==> src/rtl/serial_feeder_pkg.sv <==
// Shared types and defaults for the serial word feeder.
// Holds the FSM state encoding and parameter defaults.
package serial_feeder_pkg;

  typedef enum logic [1:0] {
    IDLE   = 2'b00,
    SHIFT  = 2'b01,
    PARITY = 2'b10
  } state_t;

  localparam int   DEF_WIDTH    = 8;
  localparam logic DEF_IDLE_BIT = 1'b0;

endpackage

==> src/rtl/ser_bit_counter.sv <==
// Loadable down-counter with zero flag.
// Shared by serial stages that count bits per word.
module ser_bit_counter #(
  parameter int CW = 3
) (
  input  logic          clk,
  input  logic          rst,
  input  logic          load,
  input  logic          en,
  input  logic [CW-1:0] load_val,
  output logic          zero
);

  logic [CW-1:0] cnt;

  // Load has priority over decrement.
  always_ff @(posedge clk or negedge rst) begin
    if (!rst) begin
      cnt <= '0;
    end else if (load) begin
      cnt <= load_val;
    end else if (en) begin
      cnt <= cnt - CW'(1);
    end
  end

  assign zero = (cnt == '0);

endmodule

==> src/rtl/serial_word_feeder.sv <==
// Parallel-to-serial word feeder, MSB first, valid/ready input.
// Define SER_PARITY_EN to append an even-parity bit per word.
module serial_word_feeder
  import serial_feeder_pkg::*;
#(
  parameter int   WIDTH    = DEF_WIDTH,
  parameter logic IDLE_BIT = DEF_IDLE_BIT
) (
  input  logic             clk,
  input  logic             rst,
  input  logic             in_valid,
  input  logic [WIDTH-1:0] in_data,
  output logic             in_ready,
  output logic             ser_bit,
  output logic             ser_valid,
  output logic             busy
);

  localparam int CW = $clog2(WIDTH);
  localparam logic [CW-1:0] LAST = CW'(WIDTH - 1);

  state_t           state;
  state_t           state_nx;
  logic [WIDTH-1:0] sreg;
  logic             zero;
  logic             rdy;
  logic             xfer;
  logic             ser_q;
  logic             vld_q;
  logic             busy_q;
`ifdef SER_PARITY_EN
  logic             par_q;
`endif

  assign xfer = in_valid && in_ready;

  ser_bit_counter #(
    .CW(CW)
  ) u_cnt (
    .clk     (clk),
    .rst     (rst),
    .load    (xfer),
    .en      (state == SHIFT && !zero),
    .load_val(LAST),
    .zero    (zero)
  );

  // State register.
  always_ff @(posedge clk or negedge rst) begin
    if (!rst) begin
      state <= IDLE;
    end else begin
      state <= state_nx;
    end
  end

  // Next-state decode.
  always_comb begin
    state_nx = state;
    case (state)
      IDLE: begin
        if (xfer) state_nx = SHIFT;
      end
      SHIFT: begin
        if (zero) begin
`ifdef SER_PARITY_EN
          state_nx = PARITY;
`else
          state_nx = xfer ? SHIFT : IDLE;
`endif
        end
      end
`ifdef SER_PARITY_EN
      PARITY: begin
        state_nx = xfer ? SHIFT : IDLE;
      end
`endif
      default: state_nx = IDLE;
    endcase
  end

  // Ready decode, held low during reset.
  always_comb begin
    rdy = 1'b0;
    case (state)
      IDLE: rdy = 1'b1;
`ifdef SER_PARITY_EN
      PARITY: rdy = 1'b1;
`else
      SHIFT: rdy = zero;
`endif
      default: rdy = 1'b0;
    endcase
    in_ready = rst && rdy;
  end

  // Shift datapath and registered serial outputs.
  always_ff @(posedge clk or negedge rst) begin
    if (!rst) begin
      sreg   <= '0;
      ser_q  <= IDLE_BIT;
      vld_q  <= 1'b0;
      busy_q <= 1'b0;
`ifdef SER_PARITY_EN
      par_q  <= 1'b0;
`endif
    end else begin
      vld_q  <= (state_nx != IDLE);
      busy_q <= (state_nx != IDLE);
      if (xfer) begin
        sreg  <= in_data;
        ser_q <= in_data[WIDTH-1];
`ifdef SER_PARITY_EN
        par_q <= 1'b0;
`endif
      end else if (state == SHIFT) begin
        sreg <= sreg << 1;
`ifdef SER_PARITY_EN
        par_q <= par_q ^ sreg[WIDTH-1];
`endif
        if (zero) begin
`ifdef SER_PARITY_EN
          ser_q <= par_q ^ sreg[WIDTH-1];
`else
          ser_q <= IDLE_BIT;
`endif
        end else begin
          ser_q <= sreg[WIDTH-2];
        end
      end else begin
        ser_q <= IDLE_BIT;
      end
    end
  end

  assign ser_bit   = ser_q;
  assign ser_valid = vld_q;
  assign busy      = busy_q;

endmodule

==> config.mk <==
export PLATFORM = sky130hd
export DESIGN_NAME = serial_word_feeder
export DESIGN_NICKNAME = d
export VERILOG_FILES = /design/src/rtl/serial_feeder_pkg.sv /design/src/rtl/ser_bit_counter.sv /design/src/rtl/serial_word_feeder.sv
export SDC_FILE = /design/constraint.sdc
export NUM_CORES = 1
export LEC_CHECK = 0
export BUFFER_PORTS_ARGS = -buffer_cell sky130_fd_sc_hd__buf_2
export CORE_MARGIN = 2
export CORE_UTILIZATION = 54
export DETAILED_ROUTE_END_ITERATION = 16
export PLACE_DENSITY = 0.79
export SYNTH_ARGS = -nofsm -noshare
export SYNTH_HDL_FRONTEND = slang
export SYNTH_HIERARCHICAL = 1
export SYNTH_SLANG_ARGS = --single-unit
==> constraint.sdc <==
create_clock -name clk -period 5.05 [get_ports clk]
set_clock_uncertainty 0.15 [all_clocks]
set_input_delay 1.2625 -clock clk [delete_from_list [all_inputs] [get_ports clk]]
set_output_delay 1.2625 -clock clk [all_outputs]
set_load 0.05 [all_outputs]
==> metrics.md, run 1 <==
| Metric | Value |
|---|---|
| Detailed Place HPWL | `slightly above 700 um` |
| Hold Path Class | `flip-flop to flip-flop` |
| Post-synthesis xor/xnor area fraction | `1.23%` |
| Yosys warning total | `6` |
| Rel. slew slack | `between 40 and 50%` |
| Clk_lat worst skew | `approximately 0.28 ns` |
| IR drop worst, VDD | `0.263 mV` |
| Largest net degree at the start of global routing | `17` |
| Synth cell count leaders | `dfrtp_1 (14), mux2_2 (7), mux2_4 (6)` |
| Layout Cells excl Fill | `90` |
| DRT Pass-1 Iters | `2` |
| # IOs | `15` |
| Syn Area/Cell | `between 10 and 15 um2` |
| Startpoint types | `input pin` |
| Post-placement cell count | `86` |
| Share of post-route cells with drive strength above 1 | `between 40 and 50%` |
| Num rows | `13` |
| Antenna violations before repair | `0` |
| Via count of the routed design | `440` |
| Simple-Gate Fraction of Synth Area | `a little over a tenth` |
| DRC Markers | `0` |
| FMAX | `0.292 GHz` |
| DRT met1 WL | `approximately 500 um` |
| Critical Path End Type | `output pin` |
| Post-CTS Repair Setup Buffers | `0` |
| Clock-pin slew on the worst setup and hold paths | `0.08 ns` |
| Clock tree buffer depth | `2` |
| Overall global routing resource usage | `about 17%` |
| Final hold violations | `0` |
| Synth Area in Compound Gates | `under 10%` |
| Leading area contributor after synthesis | `dfrtp_1` |
| Post-Synth Adder-Cell Area | `3.52%` |
| CTS tree | `done` |
| Post-synth top area share | `49.3%` |
| Setup CP Type | `input pin to output pin` |
| Largest family of logic cells by synthesized area | `multiplexers` |
| Synth area leaders | `dfrtp_1 (49%), mux2_4 (13%), mux2_2 (11%)` |
| WL/cell | `around 11 um` |
| Vias in the first global route | `between 300 and 400` |
| LEAKAGE | `between 0.4 and 0.5 nW` |
| RSZ-0062 raised after global routing | `false` |
| Met3 wire length | `47 um` |
| Worst Path Arrival | `a little over 2 ns` |
| Post-route ant nets | `0` |
| Pwr dens | `around 480 nW/um2` |
| Met2 wire length | `roughly 460 um` |
| Fin. max-slew vios | `0` |
| Cell variety after synth | `20` |
| Final worst-path cycle share | `67.9%` |
| Sequential area share after synthesis | `approximately 49%` |
| Main synth FF type | `dfrtp_1` |
| Async SR Flop Fraction | `between 90% and 100%` |
| Core area | `about 1300 um2` |
| Iter 0 DRT Violations | `3` |
| MaxCap Viol Count | `0` |
| # diodes | `0` |
| Gpl congestion | `around 0.75` |
| Period minus WS final | `around 3.4 ns` |
| CTS H-Tree Depth | `1` |
| Critical path data required time | `3.64 ns` |
| CP max FO | `16` |
| Most common cell in the netlist | `dfrtp_1` |
| Synth Register Bits | `14` |
| Setup_tns | `0 ns` |
| CTS Hold Buffers Added | `0` |
| Port bufs | `14` |
| CTS Buf Count | `3` |
| Top sig layer | `met4` |
| Die Ht | `40.3 um` |
| Post-synthesis mux area share | `23.8%` |
| Initial Util | `a little under three fifths` |
| Synthesis-to-layout area growth | `16.0%` |
| Mapped cell area | `slightly above 700 um2` |
| Total wire length | `approximately 1 mm` |
| Worst-Margin Slew | `slightly above 0.8 ns` |
| Number of synthesized flops with an enable pin | `0` |
| NumNets Final | `just under 90` |
| Outcome | `finished, final reports clean` |
| Cell count after synthesis | `57` |
| Clock sink count | `14` |
| # setup viols final | `0` |
| Die ar. | `approximately 1600 um2` |
| GR Overflow Total | `0` |
| Root buffer cell | `clkbuf_4` |
| Chip Width | `around 40 um` |
| First-pass GRT wire length | `~1.7 mm` |
| Vias per cell | `4.89` |
| Number of gates resized after CTS | `0` |
| Worst Hold Margin | `between 0.3 and 0.4 ns` |
[worst paths after layout]
check	from	cells past startpoint	slack, ns	endpoint
hold reg to reg	sreg[6]	1	0.36	ser_bit
setup / recovery	rst	3	1.62	in_ready
setup reg to reg	state[1]	3	3.08	sreg[6]
max in group asynchronous	rst	1	3.78	busy
min in group asynchronous	rst	1	0.72	sreg[0]
hold / removal	sreg[6]	1	0.36	ser_bit
[per-layer routing]
layer | GRT usage (%) | vias to the layer above
met5 | 0 | -
met2 | 22.6 | 10
met1 | 22.9 | 204
met3 | 5.00 | 2
met4 | 12.5 | 0
li1 | - | 224
[cell families after synthesis]
| kind of cell | after synthesis |
|---|---|
| other | 2 |
| AO/OA/AOI/OAI | 6 |
| multiplexers | 13 |
| AND/OR/NAND/NOR | 13 |
| adder cells (fa/ha/maj) | 2 |
| XOR/XNOR | 1 |
| flip-flops | 14 |
| buffers and inverters | 6 |
[cell type report]
type | count | area, um2
Fill cell | 98 | 444
Sequential cell | 14 | 350
Multi-Input combinational cell | 39 | 334
Timing Repair Buffer | 14 | 70.1
Clock buffer | 4 | 36.3
Tap cell | 15 | 18.8
Inverter | 4 | 15.0
[flip-flops by register name, indices dropped and copies added, names as in the netlist]
register   count
u_cnt/cnt      3
ser_bit        1
busy           1
state          2
sreg           7
[critical path: stages]
cell	delay, ns
buf_2	0.30
and3b_1	0.20
buf_2	0.25
[cells in the final DEF (no fill, tap or decap)]
cell and instances:
clkbuf_8 1, and2_1 2, and3b_1 1, nand4b_2 1, o21ai_1 1, mux2_4 6
nand2_1 3, nor2b_1 2, ha_1 2, nor2_1 3, o21ai_0 2, dfrtp_1 14
o31ai_1 2, xnor2_1 1, clkbuf_4 3, a22o_1 1, inv_1 4, nand2b_1 1
mux2_2 7, buf_2 14, conb_1 4
[report_power, final]
part           leakage, nW  internal (mW)  total, mW  switching [mW]
logic                0.232         0.0819      0.139          0.0571
clock network       0.0210         0.0439     0.0794          0.0356
registers            0.172          0.154      0.178          0.0237
total                0.425          0.280      0.396           0.116
[through the flow]
stage	setup WS (ns)	power, mW	instance area (um2)	utilization [%]
2_1_floorplan	1.93	0.293	718	-
3_3_place_gp	1.60	0.312	788	62.1
3_5_place_dp	1.59	0.319	788	62.1
4_1_cts	1.59	0.401	825	65.0
5_1_grt	1.53	0.429	825	65.0
6_report	1.62	0.396	825	65.0
Power figures use the tool's default switching activity.
==> run 2: changes to the inputs <==
- ABC_AREA: default -> 1
- CORE_UTILIZATION: 54 -> 47
- PLACE_DENSITY: 0.79 -> 0.72
- clock period: 5.05 -> 2.95 ns (I/O delays scaled with it)
==> run 2 against run 1 <==
Effect of this change: count of clock-buffer cells in the layout unchanged; global-route usage down 0.35 points; first-iteration DRC count rose to 5.0 times the previous value; sequential share of layout area down 3.5 points; largest cell class unchanged; sequential power increased by 62%; die area is 23% higher; critical path type is now flip-flop to output pin; largest power group unchanged; non-clock buffer count rose by 1.
==> metrics.md, run 2 <==
| Metric | Value |
|---|---|
| Gpl congestion | `just under 0.8` |
| Worst path top cell family by delay | `simple AND/OR/NAND/NOR gates` |
| Vias in the first global route | `about 570` |
| Synth area leaders | `dfrtp_1 (45%), nand2_1 (18%), inv_1 (7.7%)` |
| Most frequent cells in the layout | `nand2_1 (37), inv_1 (16), dfrtp_1 (14), buf_2 (14), nand3_1 (10)` |
| RSZ-0062 raised after global routing | `false` |
| # setup viols final | `0` |
| # IOs | `15` |
| Synthesis-to-layout area growth | `15.1%` |
| Critical Path End Type | `output pin` |
| # diodes | `0` |
| NumNets Final | `around 140` |
| FMAX | `0.375 GHz` |
| Post-synth top area share | `about 45%` |
| Hold Path Class | `input pin to async pin` |
| Detailed Place HPWL | `about 1.0 mm` |
| Synth Register Bits | `14` |
| Overall global routing resource usage | `16.6%` |
| Post-CTS Repair Setup Buffers | `0` |
| Initial Util | `between 50 and 60%` |
| Max reg flops | `7` |
| Die Ht | `44.8 um` |
| Port bufs | `14` |
| Worst r2r src | `u_cnt/cnt[0]` |
| Most common cell in the netlist | `nand2_1` |
| Setup_tns | `0 ns` |
| Synth cell count leaders | `nand2_1 (37), inv_1 (16), dfrtp_1 (14)` |
| Iter 0 DRT Violations | `15` |
| Power, Total | `approximately 0.6 mW` |
| Critical path buffers and inverters | `3` |
| Post-placement cell count | `~130` |
| Number of synthesized flops with an enable pin | `0` |
| Slowest stage delay, CP | `approximately 0.38 ns` |
| Biggest register | `sreg` |
| Worst Setup SP | `u_cnt/cnt[0]` |
| Worst setup path end | `in_ready` |
| Root buffer cell | `clkbuf_4` |
| GR Overflow Total | `0` |
| Layout Cells excl Fill | `around 140` |
| Post-route cell area | `~900 um2` |
| Vias per cell | `about 5.0` |
| Final worst-path cycle share | `about nine tenths` |
| Period minus WS final | `roughly 2.7 ns` |
| DRT Pass-1 Iters | `4` |
| Post-route ant nets | `0` |
| Largest net degree at the start of global routing | `17` |
| Share of post-route cells with drive strength above 1 | `between 10% and 20%` |
| Yosys warning total | `6` |
| Syn Area/Cell | `between 7 and 8 um2` |
| Cell count after synthesis | `roughly 100` |
| Via count of the routed design | `684` |
| Area after DPL | `862 um2` |
| Sequential area share after synthesis | `44.9%` |
| CP max-delay cell | `dfrtp_1` |
| Setup CP Type | `flip-flop to output pin` |
| Clk_lat worst skew | `roughly 0.28 ns` |
| Chip Width | `approximately 45 um` |
| Leading area contributor after synthesis | `dfrtp_1` |
| Cell variety after synth | `19` |
| Num rows | `14` |
| DRC Markers | `0` |
| Pwr dens | `682 nW/um2` |
| CTS Hold Buffers Added | `0` |
| LEAKAGE | `0.533 nW` |
| Worst Path Arrival | `1.78 ns` |
| WL/cell | `10.5 um` |
| IR drop worst, VDD | `~0.36 mV` |
| Outcome | `finished, final reports clean` |
| Worst R2R End | `u_cnt/cnt[0]` |
| CP max FO | `11` |
| Die ar. | `between 2000 and 2500 um2` |
| CP Cell Sequence | `inv_1, ha_1, ha_1, inv_1, nand2_1, and2_1, buf_2` |
| Fin. max-slew vios | `0` |
| Clock sink count | `14` |
| Clock tree buffer depth | `2` |
| Most common cell after layout, fill and taps aside | `nand2_1` |
| MaxCap Viol Count | `0` |
| Async SR Flop Fraction | `100%` |
| Clock-pin slew on the worst setup and hold paths | `around 0.09 ns` |
| CTS H-Tree Depth | `1` |
| CTS tree | `done` |
| Final hold violations | `0` |
| Reg2reg setup slack | `between 0.8 and 0.9 ns` |
| Mapped cell area | `781 um2` |
| Core area | `1520 um2` |
| Critical path data required time | `roughly 2.1 ns` |
| Antenna violations before repair | `0` |
| First-pass GRT wire length | `~2.4 mm` |
| End-of-flow core utilization | `slightly below 60%` |
| CTS Buf Count | `3` |
| Number of gates resized after CTS | `0` |
| Largest regs | `sreg (7), u_cnt/cnt (3), state (2)` |
| Main synth FF type | `dfrtp_1` |
| Total wire length | `between 1 and 1.5 mm` |
| Startpoint types | `flip-flop` |
| Critical Path Stages | `7` |
| Reg2Reg Depth | `11` |
[run 2: final cells by class]
| type | instances | area [um2] |
|---|---|---|
| repair buffers | 15 | 77.6 |
| flip-flops and latches | 14 | 350 |
| fillers | 154 | 626 |
| clock buffers | 4 | 36.3 |
| well taps | 16 | 20.0 |
| multi-input cells | 72 | 350 |
| inverters | 17 | 63.8 |
[run 2: worst min path at each step]
stage | start | end | slack, ns | depth (start not counted)
finish | rst | state[1] | 0.24 | 2
global placement | sreg[6] | ser_bit | 0.32 | 2
global route | rst | state[1] | 0.26 | 2
floorplan | rst | busy | 0.29 | 0
CTS | rst | busy | 0.25 | 2
detailed placement | sreg[6] | ser_bit | 0.33 | 2
[run 2: kinds of logic (layout without fill, tap and decap cells)]
| kind of cell | Yosys count | after routing | share of synthesized area, % |
|---|---|---|---|
| other cells | 2 | 4 | 0.962 |
| fa+ha+maj | 2 | 2 | 3.20 |
| flops | 14 | 14 | 44.9 |
| buf+inv | 20 | 36 | 11.2 |
| simple gates | 64 | 64 | 38.5 |
| compound gates | 2 | 2 | 1.28 |
[run 2: layer usage]
layer  vias up  global-route usage, %  part of all wire (%)
met5         -                      0                     0
met4         0                   10.9                   2.8
met3         6                   2.40                   5.1
met2        21                   23.5                    44
met1       304                   23.5                    48
li1        353                      -                     -
[run 2: power by group]
group	leakage [nW]	internal, mW	switching (mW)
logic	0.340	0.0686	0.116
registers	0.172	0.254	0.0344
clock network	0.0210	0.0750	0.0642
total	0.533	0.398	0.215
[run 2: worst register-to-register path, stage by stage (launching register included)]
cell     delay [ns]
dfrtp_1        0.40
inv_1          0.06
ha_1           0.14
ha_1           0.13
inv_1          0.03
nand2_1        0.28
nand3_4        0.24
inv_1          0.26
inv_2          0.09
nand2_1        0.08
nor2_1         0.04
nor2_1         0.09
[run 2: through the flow]
step	hold WS, ns	setup WS [ns]
floorplan	0.292	0.632
global placement	0.323	0.609
detailed placement	0.334	0.591
CTS	0.252	0.282
global route	0.256	0.171
finish	0.245	0.287
